===== src/rtl/seq_det_pkg.sv =====
// Shared types and helpers for the programmable serial pattern detector.
package seq_det_pkg;

    typedef enum logic [1:0] {
        S_IDLE = 2'b00,
        S_FILL = 2'b01,
        S_RUN  = 2'b10
    } state_t;

    function automatic int len_w(input int max);
        return $clog2(max + 1);
    endfunction

endpackage


===== src/rtl/seq_det_hist.sv =====
// History shift register plus saturating count of bits received since the last clear.
module seq_det_hist #(
    parameter int MAX_LEN = 8,
    parameter int LEN_W   = 4
) (
    input  logic               clk,
    input  logic               reset,
    input  logic               shift,
    input  logic               clr_hist,
    input  logic               clr_fill,
    input  logic               bit_in,
    output logic [MAX_LEN-1:0] hist,
    output logic [LEN_W-1:0]   fill
);

    localparam logic [LEN_W-1:0] FILL_MAX = LEN_W'(MAX_LEN);

    always_ff @(posedge clk or posedge reset) begin
        if (reset) begin
            hist <= '0;
        end else if (clr_hist) begin
            hist <= '0;
        end else if (shift) begin
            hist <= {hist[MAX_LEN-2:0], bit_in};
        end
    end

    // A clear on the same cycle as a shift wins, so a non-overlap match restarts the window.
    always_ff @(posedge clk or posedge reset) begin
        if (reset) begin
            fill <= '0;
        end else if (clr_fill) begin
            fill <= '0;
        end else if (shift && (fill != FILL_MAX)) begin
            fill <= fill + 1'b1;
        end
    end

endmodule


===== src/rtl/seq_det_prog.sv =====
// Runtime-programmable serial pattern detector with registered match pulse.
// Optional saturating match counter enabled by defining SEQ_DET_MATCH_CNT_EN.
module seq_det_prog
    import seq_det_pkg::*;
#(
    parameter int MAX_LEN = 8,
    parameter int CNT_W   = 8,
    parameter int LEN_W   = len_w(MAX_LEN)
) (
    input  logic               clk,
    input  logic               reset,
    input  logic               xin,
    input  logic               xin_vld,
    input  logic               cfg_load,
    input  logic [MAX_LEN-1:0] cfg_pat,
    input  logic [LEN_W-1:0]   cfg_len,
    input  logic               cfg_ovl,
    output logic               y,
    output logic               cfg_err,
    output logic               armed,
    output logic [CNT_W-1:0]   match_cnt
);

    localparam logic [LEN_W-1:0] MAX_LEN_L = LEN_W'(MAX_LEN);

    state_t               state_q, state_d;
    logic [MAX_LEN-1:0]   pat_q;
    logic [LEN_W-1:0]     len_q;
    logic                 ovl_q;
    logic [MAX_LEN-1:0]   hist;
    logic [LEN_W-1:0]     fill;
    logic                 shift, clr_hist, clr_fill, cfg_ok, match;
    logic [MAX_LEN-1:0]   new_hist, mask;
    logic [LEN_W-1:0]     new_fill;
    logic                 hist_msb_unused;

    seq_det_hist #(
        .MAX_LEN (MAX_LEN),
        .LEN_W   (LEN_W)
    ) u_hist (
        .clk      (clk),
        .reset    (reset),
        .shift    (shift),
        .clr_hist (clr_hist),
        .clr_fill (clr_fill),
        .bit_in   (xin),
        .hist     (hist),
        .fill     (fill)
    );

    assign hist_msb_unused = hist[MAX_LEN-1];

    assign cfg_ok   = cfg_load && (cfg_len != '0) && (cfg_len <= MAX_LEN_L);
    assign shift    = xin_vld && !cfg_load && (state_q != S_IDLE);
    assign new_hist = {hist[MAX_LEN-2:0], xin};
    assign new_fill = (fill == MAX_LEN_L) ? fill : fill + 1'b1;
    assign armed    = (state_q != S_IDLE);

    // Compare against the post-shift view; the fill gate keeps stale history from matching.
    always_comb begin
        mask = '0;
        for (int i = 0; i < MAX_LEN; i++) begin
            mask[i] = (i < int'(len_q));
        end
    end

    assign match = shift && (((new_hist ^ pat_q) & mask) == '0) && (new_fill >= len_q);

    always_comb begin
        state_d  = state_q;
        clr_hist = 1'b0;
        clr_fill = 1'b0;
        if (cfg_load) begin
            if (cfg_ok) begin
                state_d  = S_FILL;
                clr_hist = 1'b1;
                clr_fill = 1'b1;
            end
        end else if (shift) begin
            if (match && !ovl_q) begin
                state_d  = S_FILL;
                clr_fill = 1'b1;
            end else if (new_fill >= len_q) begin
                state_d  = S_RUN;
            end
        end
    end

    always_ff @(posedge clk or posedge reset) begin
        if (reset) begin
            state_q <= S_IDLE;
            pat_q   <= '0;
            len_q   <= '0;
            ovl_q   <= 1'b0;
            y       <= 1'b0;
            cfg_err <= 1'b0;
        end else begin
            state_q <= state_d;
            y       <= match;
            cfg_err <= cfg_load && !cfg_ok;
            if (cfg_ok) begin
                pat_q <= cfg_pat;
                len_q <= cfg_len;
                ovl_q <= cfg_ovl;
            end
        end
    end

`ifdef SEQ_DET_MATCH_CNT_EN
    logic [CNT_W-1:0] cnt_q;

    // Counts in step with the y pulse it accompanies.
    always_ff @(posedge clk or posedge reset) begin
        if (reset) begin
            cnt_q <= '0;
        end else if (cfg_ok) begin
            cnt_q <= '0;
        end else if (match && (cnt_q != '1)) begin
            cnt_q <= cnt_q + 1'b1;
        end
    end

    assign match_cnt = cnt_q;
`else
    assign match_cnt = '0;
`endif

endmodule

===== config.mk =====
export PLATFORM = sky130hd
export DESIGN_NAME = seq_det_prog
export DESIGN_NICKNAME = d
export VERILOG_FILES = /design/src/rtl/seq_det_pkg.sv /design/src/rtl/seq_det_hist.sv /design/src/rtl/seq_det_prog.sv
export SDC_FILE = /design/constraint.sdc
export NUM_CORES = 1
export LEC_CHECK = 0
export BUFFER_PORTS_ARGS = -buffer_cell sky130_fd_sc_hd__buf_2
export CORE_MARGIN = 3
export CORE_UTILIZATION = 40
export DETAILED_ROUTE_END_ITERATION = 10
export PLACE_DENSITY_LB_ADDON = 0.08
export SYNTH_ARGS = -nofsm -noshare
export SYNTH_HDL_FRONTEND = slang
export SYNTH_SLANG_ARGS = --single-unit

===== constraint.sdc =====
create_clock -name clk -period 3.3 [get_ports clk]
set_input_delay 0.495 -clock clk [delete_from_list [all_inputs] [get_ports clk]]
set_output_delay 0.495 -clock clk [all_outputs]
set_load 0.01 [all_outputs]

==> reports/summary.txt, run 1 <==
result of the run - completed
number of different library cells in the post-synthesis netlist - 33
final worst hold slack - 0.403 ns
Max Freq - 394 MHz
Tot GR Track Use - 15.8%
buffer and inverter count on the worst path - 1
relative area change from synthesis to final layout - 9.79%
register bit total from synthesis - 28
leftover overflow at the end of global routing - 0
number of endpoints failing setup at the final stage - 0
antenna diode count - 0
Syn. warnings - 0
WP data arrival - 2.70 ns
clock transition at the registers of the reported paths - 0.09 ns
Final Cycle Share - 76.8%
share of synthesized registers carrying an async set or reset - 100%
nets@finish - 220
initial antenna violation count - 0
Post-DRT Antenna Nets - 0
die span in y - 68.7 um
Int Power - 0.000642 W
layer with the highest usage - met2
largest fanout on the critical path - 7
post-cts repair resize count - 0
via count of the routed design - 1207
I/O Pins - 29
post-detailed-route DRC marker count - 0
share of synthesized area occupied by flip-flops and latches - 44.6%
Area contributors post-synth - sky130_fd_sc_hd__dfrtp_1 45%, sky130_fd_sc_hd__nand2_1 11%, sky130_fd_sc_hd__xnor2_1 6.7%, sky130_fd_sc_hd__ha_1 4.8%, sky130_fd_sc_hd__a21oi_1 4.1%
total placed cells including tap cells - 239
clock buffers created by TritonCTS - 3
worst hold-check path type - in2reg
most common cell in the netlist - sky130_fd_sc_hd__nand2_1
number of hold buffers added after cts - 0
floorplan row count - 22
global-route met3 utilization - 3.40%
most instantiated flip-flop cell in the synthesis netlist - sky130_fd_sc_hd__dfrtp_1
number of clock sinks - 28
final instance area - 0.00173 mm^2
horizontal die dimension - 68.7 um
Port Buffer Count - 20
Tightest Pin Transition - 1.03 ns
delay of the slowest cell on the worst path - 0.46 ns
TritonCTS clock tree - yes
type of element capturing the critical path - flop
mean cell area of the mapped netlist - 8.84 um^2
power density relative to cell area - 565 mW/mm^2
Placed Area - 0.00167 mm^2
worst slew slack as a fraction of its limit - 31.1%
initial detailed-routing violation count - 50
WL/cell - 13.1 um
Post-CTS Setup Inserts - 0
number of H-tree levels - 1
leading post-synthesis cells by instance count - 44 x sky130_fd_sc_hd__nand2_1, 28 x sky130_fd_sc_hd__dfrtp_1, 13 x sky130_fd_sc_hd__a21oi_1
buffers from clock root to sink, at most - 2
number of hold-slack violations in the final timing report - 0
met1 Use GR - 19.7%
worst-path cell chain - inv_1 > ha_1 > nand3_1 > nand2_1 > o21ai_0 > ha_1 > a21boi_0 > o21ai_0 > a21oi_1 > mux2_1
number of flops mapped to enable cells by yosys - 0
setup repair after global routing missed its margin - false
initial core utilization - 42.3%
detailed-router iteration count before antenna repair - 4
area of the core - 0.00372 mm^2
number of slew-limit violations in the final report - 0
Req. time, crit path - 3.46 ns
pre-CTS worst setup slack - 0.793 ns
M2 GR Usage - 28.0%
first-pass GRT wire length - 5550 um
count of filler cells inserted in the layout - 373
non-filler cells, final - 243
Yosys top cell area share - 44.6%
DPL Wire Length - 2330 um
Root Buffer Master - sky130_fd_sc_hd__clkbuf_8
area taken by flip-flops and latches - 701 um^2
share of total power in combinational logic - 31.7%
Routability Congestion - 0.825
vias in the first global route - 1225
total negative setup slack - 0 ns
Net Switching - 0.000333 W
worst supply voltage drop on vdd - 0.281 mV
final period demand of the worst path - 2.53 ns
Clk network pwr share - 21.7%
max-cap violation count - 0
multi-input logic area - 769 um^2
smallest setup slack after layout - 0.765 ns
Die Area - 0.00472 mm^2
detailed-route vias per instance - 4.97
worst-case clock skew - 0.00254 ns
leakage power - 0.800 nW
Critical Path Start Type - flop
largest net degree at the start of global routing - 29
post-synthesis instance area - 0.00157 mm^2
slowest cell on the critical path - sky130_fd_sc_hd__dfrtp_1
proportion of layout cells with a drive suffix above 1 - 14.9%
cells after synthesis - 178
Reg power frac - 46.5%
net switching share of the total power - 34.1%
category of the critical setup timing path - reg2reg
cell family with the largest share of critical-path delay - compound AO/OA/AOI/OAI gates
largest area contributor in the synthesized netlist - sky130_fd_sc_hd__dfrtp_1
routed wire length - 3190 um
Clock Latency Late Sink - 0.27 ns
[power groups by stage]
stage,combinational [W],sequential (W),clock [W]
final,0.000310,0.000453,0.000212
after global routing,0.000362,0.000463,0.000233
after CTS,0.000316,0.000454,0.000221
after detailed placement,0.000313,0.000460,0
after global placement,0.000304,0.000456,0
after floorplan,0.000246,0.000446,0
[path summary, 6_finish.rpt]
path | from | to | slack (ns) | depth (start not counted)
hold / removal | cfg_pat[3] | pat_q[3]$_DFFE_PP0P_ | 0.40 | 3
hold reg to reg | pat_q[0]$_DFFE_PP0P_ | pat_q[0]$_DFFE_PP0P_ | 0.50 | 2
setup / recovery | u_hist.fill[0]$_DFFE_PP0P_ | state_q[0]$_DFFE_PP0P_ | 0.77 | 10
min in group asynchronous | reset | u_hist.hist[1]$_DFFE_PP0P_ | 0.45 | 2
max in group asynchronous | reset | y$_DFF_PP0_ | 2.22 | 2
setup reg to reg | u_hist.fill[0]$_DFFE_PP0P_ | state_q[0]$_DFFE_PP0P_ | 0.77 | 10
[worst reg2reg max path: stages (launching register included)]
cell                       delay [ns]
sky130_fd_sc_hd__dfrtp_1         0.46
sky130_fd_sc_hd__inv_1           0.10
sky130_fd_sc_hd__ha_1            0.17
sky130_fd_sc_hd__nand3_1         0.17
sky130_fd_sc_hd__nand2_1         0.11
sky130_fd_sc_hd__o21ai_0         0.09
sky130_fd_sc_hd__ha_1            0.28
sky130_fd_sc_hd__a21boi_0        0.15
sky130_fd_sc_hd__o21ai_0         0.09
sky130_fd_sc_hd__a21oi_1         0.45
sky130_fd_sc_hd__mux2_1          0.37
[final cells by class]
cell class / count / area share, %
Multi-Input combinational cell: 133 / 44.6
Sequential cell: 28 / 40.6
Timing Repair Buffer: 21 / 6.23
Tap cell: 48 / 3.48
Clock buffer: 4 / 3.19
Inverter: 9 / 1.96
[routing by layer]
layer / up-vias / wire length, um
met2: 18 / 1620
met3: 2 / 91
met5: - / 0
li1: 609 / -
met1: 578 / 1450
met4: 0 / 19
[state kept, by name, summed over array words and instances (netlist names)]
signal and count:
pat_q 8, u_hist.hist 7, len_q 4, u_hist.fill 4, state_q 2, cfg_err 1, ovl_q 1, y 1
[cell families after synthesis]
| kind of cell | after synthesis | synth area share, % |
|---|---|---|
| AO/OA/AOI/OAI | 37 | 13.4 |
| XOR/XNOR | 13 | 7.24 |
| adder cells (fa/ha/maj) | 6 | 4.77 |
| buffers and inverters | 24 | 8.19 |
| flip-flops | 28 | 44.6 |
| multiplexers | 2 | 1.35 |
| other | 1 | 0.238 |
| AND/OR/NAND/NOR | 67 | 20.3 |
[metrics by stage]
step	power, W	util [%]
3_5_place_dp	0.000773	45.0
5_1_grt	0.00106	46.5
6_report	0.000975	46.5
2_1_floorplan	0.000692	-
3_3_place_gp	0.000761	45.0
4_1_cts	0.000991	46.5
[placed cells by master, fill, tap and decap left out, types with 5 or more instances in the layout]
cell type / count
sky130_fd_sc_hd__nand2_1: 44
sky130_fd_sc_hd__a21oi_1: 13
sky130_fd_sc_hd__o21ai_0: 11
sky130_fd_sc_hd__xnor2_1: 12
sky130_fd_sc_hd__conb_1: 8
sky130_fd_sc_hd__inv_1: 9
sky130_fd_sc_hd__buf_2: 20
sky130_fd_sc_hd__a211oi_1: 5
sky130_fd_sc_hd__nor2_1: 5
sky130_fd_sc_hd__ha_1: 6
sky130_fd_sc_hd__dfrtp_1: 28
(Power assumes the default switching activity.)
==> run 2: changes to the inputs <==
==> constraint.sdc (replaced) <==
create_clock -name clk -period 2.5 [get_ports clk]
set_input_delay 0.375 -clock clk [delete_from_list [all_inputs] [get_ports clk]]
set_output_delay 0.375 -clock clk [all_outputs]
set_load 0.01 [all_outputs]
==> reports/summary.txt, run 2 (synthesized netlist as in run 1, its figures left out) <==
result of the run - completed
routed wire length - 3200 um (+0.53%)
Final Cycle Share - 91.6% (+15 points)
most common cell after layout, fill and taps aside - sky130_fd_sc_hd__nand2_1
Post-CTS Setup Inserts - 0 (unchanged)
number of endpoints failing setup at the final stage - 0 (unchanged)
register with the highest flop count - pat_q
Routability Congestion - 0.777 (-5.8%)
clock buffers created by TritonCTS - 3 (unchanged)
largest registers ranked by flip-flop count - pat_q (8), u_hist.hist (7)
WP data arrival - 2.46 ns (-0.24 ns)
leading cell types in the layout, fill and taps excluded - 44 x sky130_fd_sc_hd__nand2_1, 28 x sky130_fd_sc_hd__dfrtp_1, 20 x sky130_fd_sc_hd__buf_2, 13 x sky130_fd_sc_hd__a21oi_1, 12 x sky130_fd_sc_hd__xnor2_1
Req. time, crit path - 2.67 ns (-0.79 ns)
clock transition at the registers of the reported paths - 0.10 ns (about the same)
M2 GR Usage - 25.7% (-2.3 points)
Max Freq - 437 MHz (+11%)
flip-flop count of the largest register after layout - 8 (unchanged)
Clock Latency Late Sink - 0.27 ns (about the same)
number of hold buffers added after cts - 0 (unchanged)
detailed-router iteration count before antenna repair - 4 (unchanged)
worst-case clock skew - 0.00545 ns (+0.00290 ns)
largest fanout on the critical path - 6 (-1)
TritonCTS clock tree - yes
max-cap violation count - 0 (unchanged)
total negative setup slack - 0 ns (unchanged)
worst hold-check path type - in2async
number of hold-slack violations in the final timing report - 0 (unchanged)
final period demand of the worst path - 2.29 ns (-0.244 ns)
Die Area - 0.00472 mm^2 (unchanged)
post-cts repair resize count - 0 (unchanged)
die span in y - 68.7 um (unchanged)
WL/cell - 13.0 um (-1.1%)
floorplan row count - 22 (unchanged)
buffers from clock root to sink, at most - 2 (unchanged)
power density relative to cell area - 786 mW/mm^2 (+39%)
delay of the slowest cell on the worst path - 0.46 ns (about the same)
global-route met3 utilization - 1.94% (-1.5 points)
I/O Pins - 29 (unchanged)
proportion of layout cells with a drive suffix above 1 - 16.6% (+1.7 points)
number of H-tree levels - 1 (unchanged)
initial antenna violation count - 0 (unchanged)
first-pass GRT wire length - 5470 um (-1.4%)
layer with the highest usage - met2
area of the core - 0.00372 mm^2 (unchanged)
relative area change from synthesis to final layout - 12.7%
largest net degree at the start of global routing - 29 (unchanged)
number of slew-limit violations in the final report - 0 (unchanged)
slowest cell on the critical path - sky130_fd_sc_hd__dfrtp_1
type of element capturing the critical path - flop
setup repair after global routing missed its margin - false
vias in the first global route - 1188 (-3.0%)
nets@finish - 224 (+1.8%)
DPL Wire Length - 2320 um (-0.67%)
number of clock sinks - 28 (unchanged)
Critical Path Start Type - flop
via count of the routed design - 1224 (+1.4%)
worst-path cell chain - inv_1 > ha_1 > nand3_1 > nand2_1 > o21ai_0 > ha_1 > a21boi_0 > o21ai_0 > a21oi_1 > buf_4 > a211oi_1
utilization of the core after routing - 47.7% (+1.2 points)
Port Buffer Count - 20 (unchanged)
antenna diode count - 0 (unchanged)
Root Buffer Master - sky130_fd_sc_hd__clkbuf_8
met1 Use GR - 20.9% (+1.2 points)
initial detailed-routing violation count - 57 (+14%)
worst supply voltage drop on vdd - 0.347 mV (+23%)
post-detailed-route DRC marker count - 0 (unchanged)
detailed-route vias per instance - 4.96 (-0.23%)
leftover overflow at the end of global routing - 0 (unchanged)
Post-DRT Antenna Nets - 0 (unchanged)
category of the critical setup timing path - reg2reg
Tot GR Track Use - 15.5% (-0.35 points)
initial core utilization - 42.3% (unchanged)
leakage power - 0.827 nW (+3.4%)
horizontal die dimension - 68.7 um (unchanged)
-- run 2: path summary, 6_finish.rpt --
path                                         endpoint  cells after the start  slack, ns                       start
setup / recovery           u_hist.fill[3]$_DFFE_PP0P_                     11       0.21  u_hist.fill[0]$_DFFE_PP0P_
hold / removal             u_hist.hist[0]$_DFFE_PP0P_                      3       0.15                       reset
setup reg to reg           u_hist.fill[3]$_DFFE_PP0P_                     11       0.21  u_hist.fill[0]$_DFFE_PP0P_
hold reg to reg                  pat_q[2]$_DFFE_PP0P_                      2       0.51        pat_q[2]$_DFFE_PP0P_
max in group asynchronous  u_hist.fill[3]$_DFFE_PP0P_                      3       2.09                       reset
min in group clk                 pat_q[7]$_DFFE_PP0P_                      3       0.28                  cfg_pat[7]
-- run 2: area by class of cell --
class | count | area [um^2]
Timing Repair Buffer | 25 | 138
Clock inverter | 1 | 30.0
Multi-Input combinational cell | 133 | 769
Sequential cell | 28 | 701
Tap cell | 48 | 60.1
Fill cell | 379 | 1940
Clock buffer | 3 | 41.3
Inverter | 9 | 33.8
-- run 2: report_power, final --
part / switching [W] / internal, W / leakage [nW]
sequential: 0.0000721 / 0.000526 / 0.362
combinational: 0.000240 / 0.000201 / 0.429
clock: 0.000139 / 0.000214 / 0.0357
total: 0.000452 / 0.000941 / 0.827
-- run 2: metal layers --
layer  wire [um]  up-vias
li1            -      613
met1        1490      580
met2        1570       27
met3         100        4
met4          40        0
met5           0        -
-- run 2: metrics by stage --
stage / setup WS, ns / power [W] / hold WS [ns] / std cells / cell area [um^2]
6_report: 0.209 / 0.00139 / 0.148 / 247 / 1770
5_1_grt: 0.0134 / 0.00150 / 0.177 / 247 / 1770
4_1_cts: 0.218 / 0.00141 / 0.155 / 247 / 1770
3_5_place_dp: 0.269 / 0.00105 / 0.460 / 243 / 1700
3_3_place_gp: 0.395 / 0.00103 / 0.455 / 243 / 1700
2_1_floorplan: 0.245 / 0.000914 / 0.440 / 185 / 1600
-- run 2: critical path: cells and delay by family (launching register included) --
| family | cells | cell delay [ns] |
|---|---|---|
| flip-flops | 1 | 0.46 |
| adder cells (fa/ha/maj) | 2 | 0.45 |
| AO/OA/AOI/OAI | 5 | 0.74 |
| AND/OR/NAND/NOR | 2 | 0.29 |
| buffers and inverters | 2 | 0.26 |
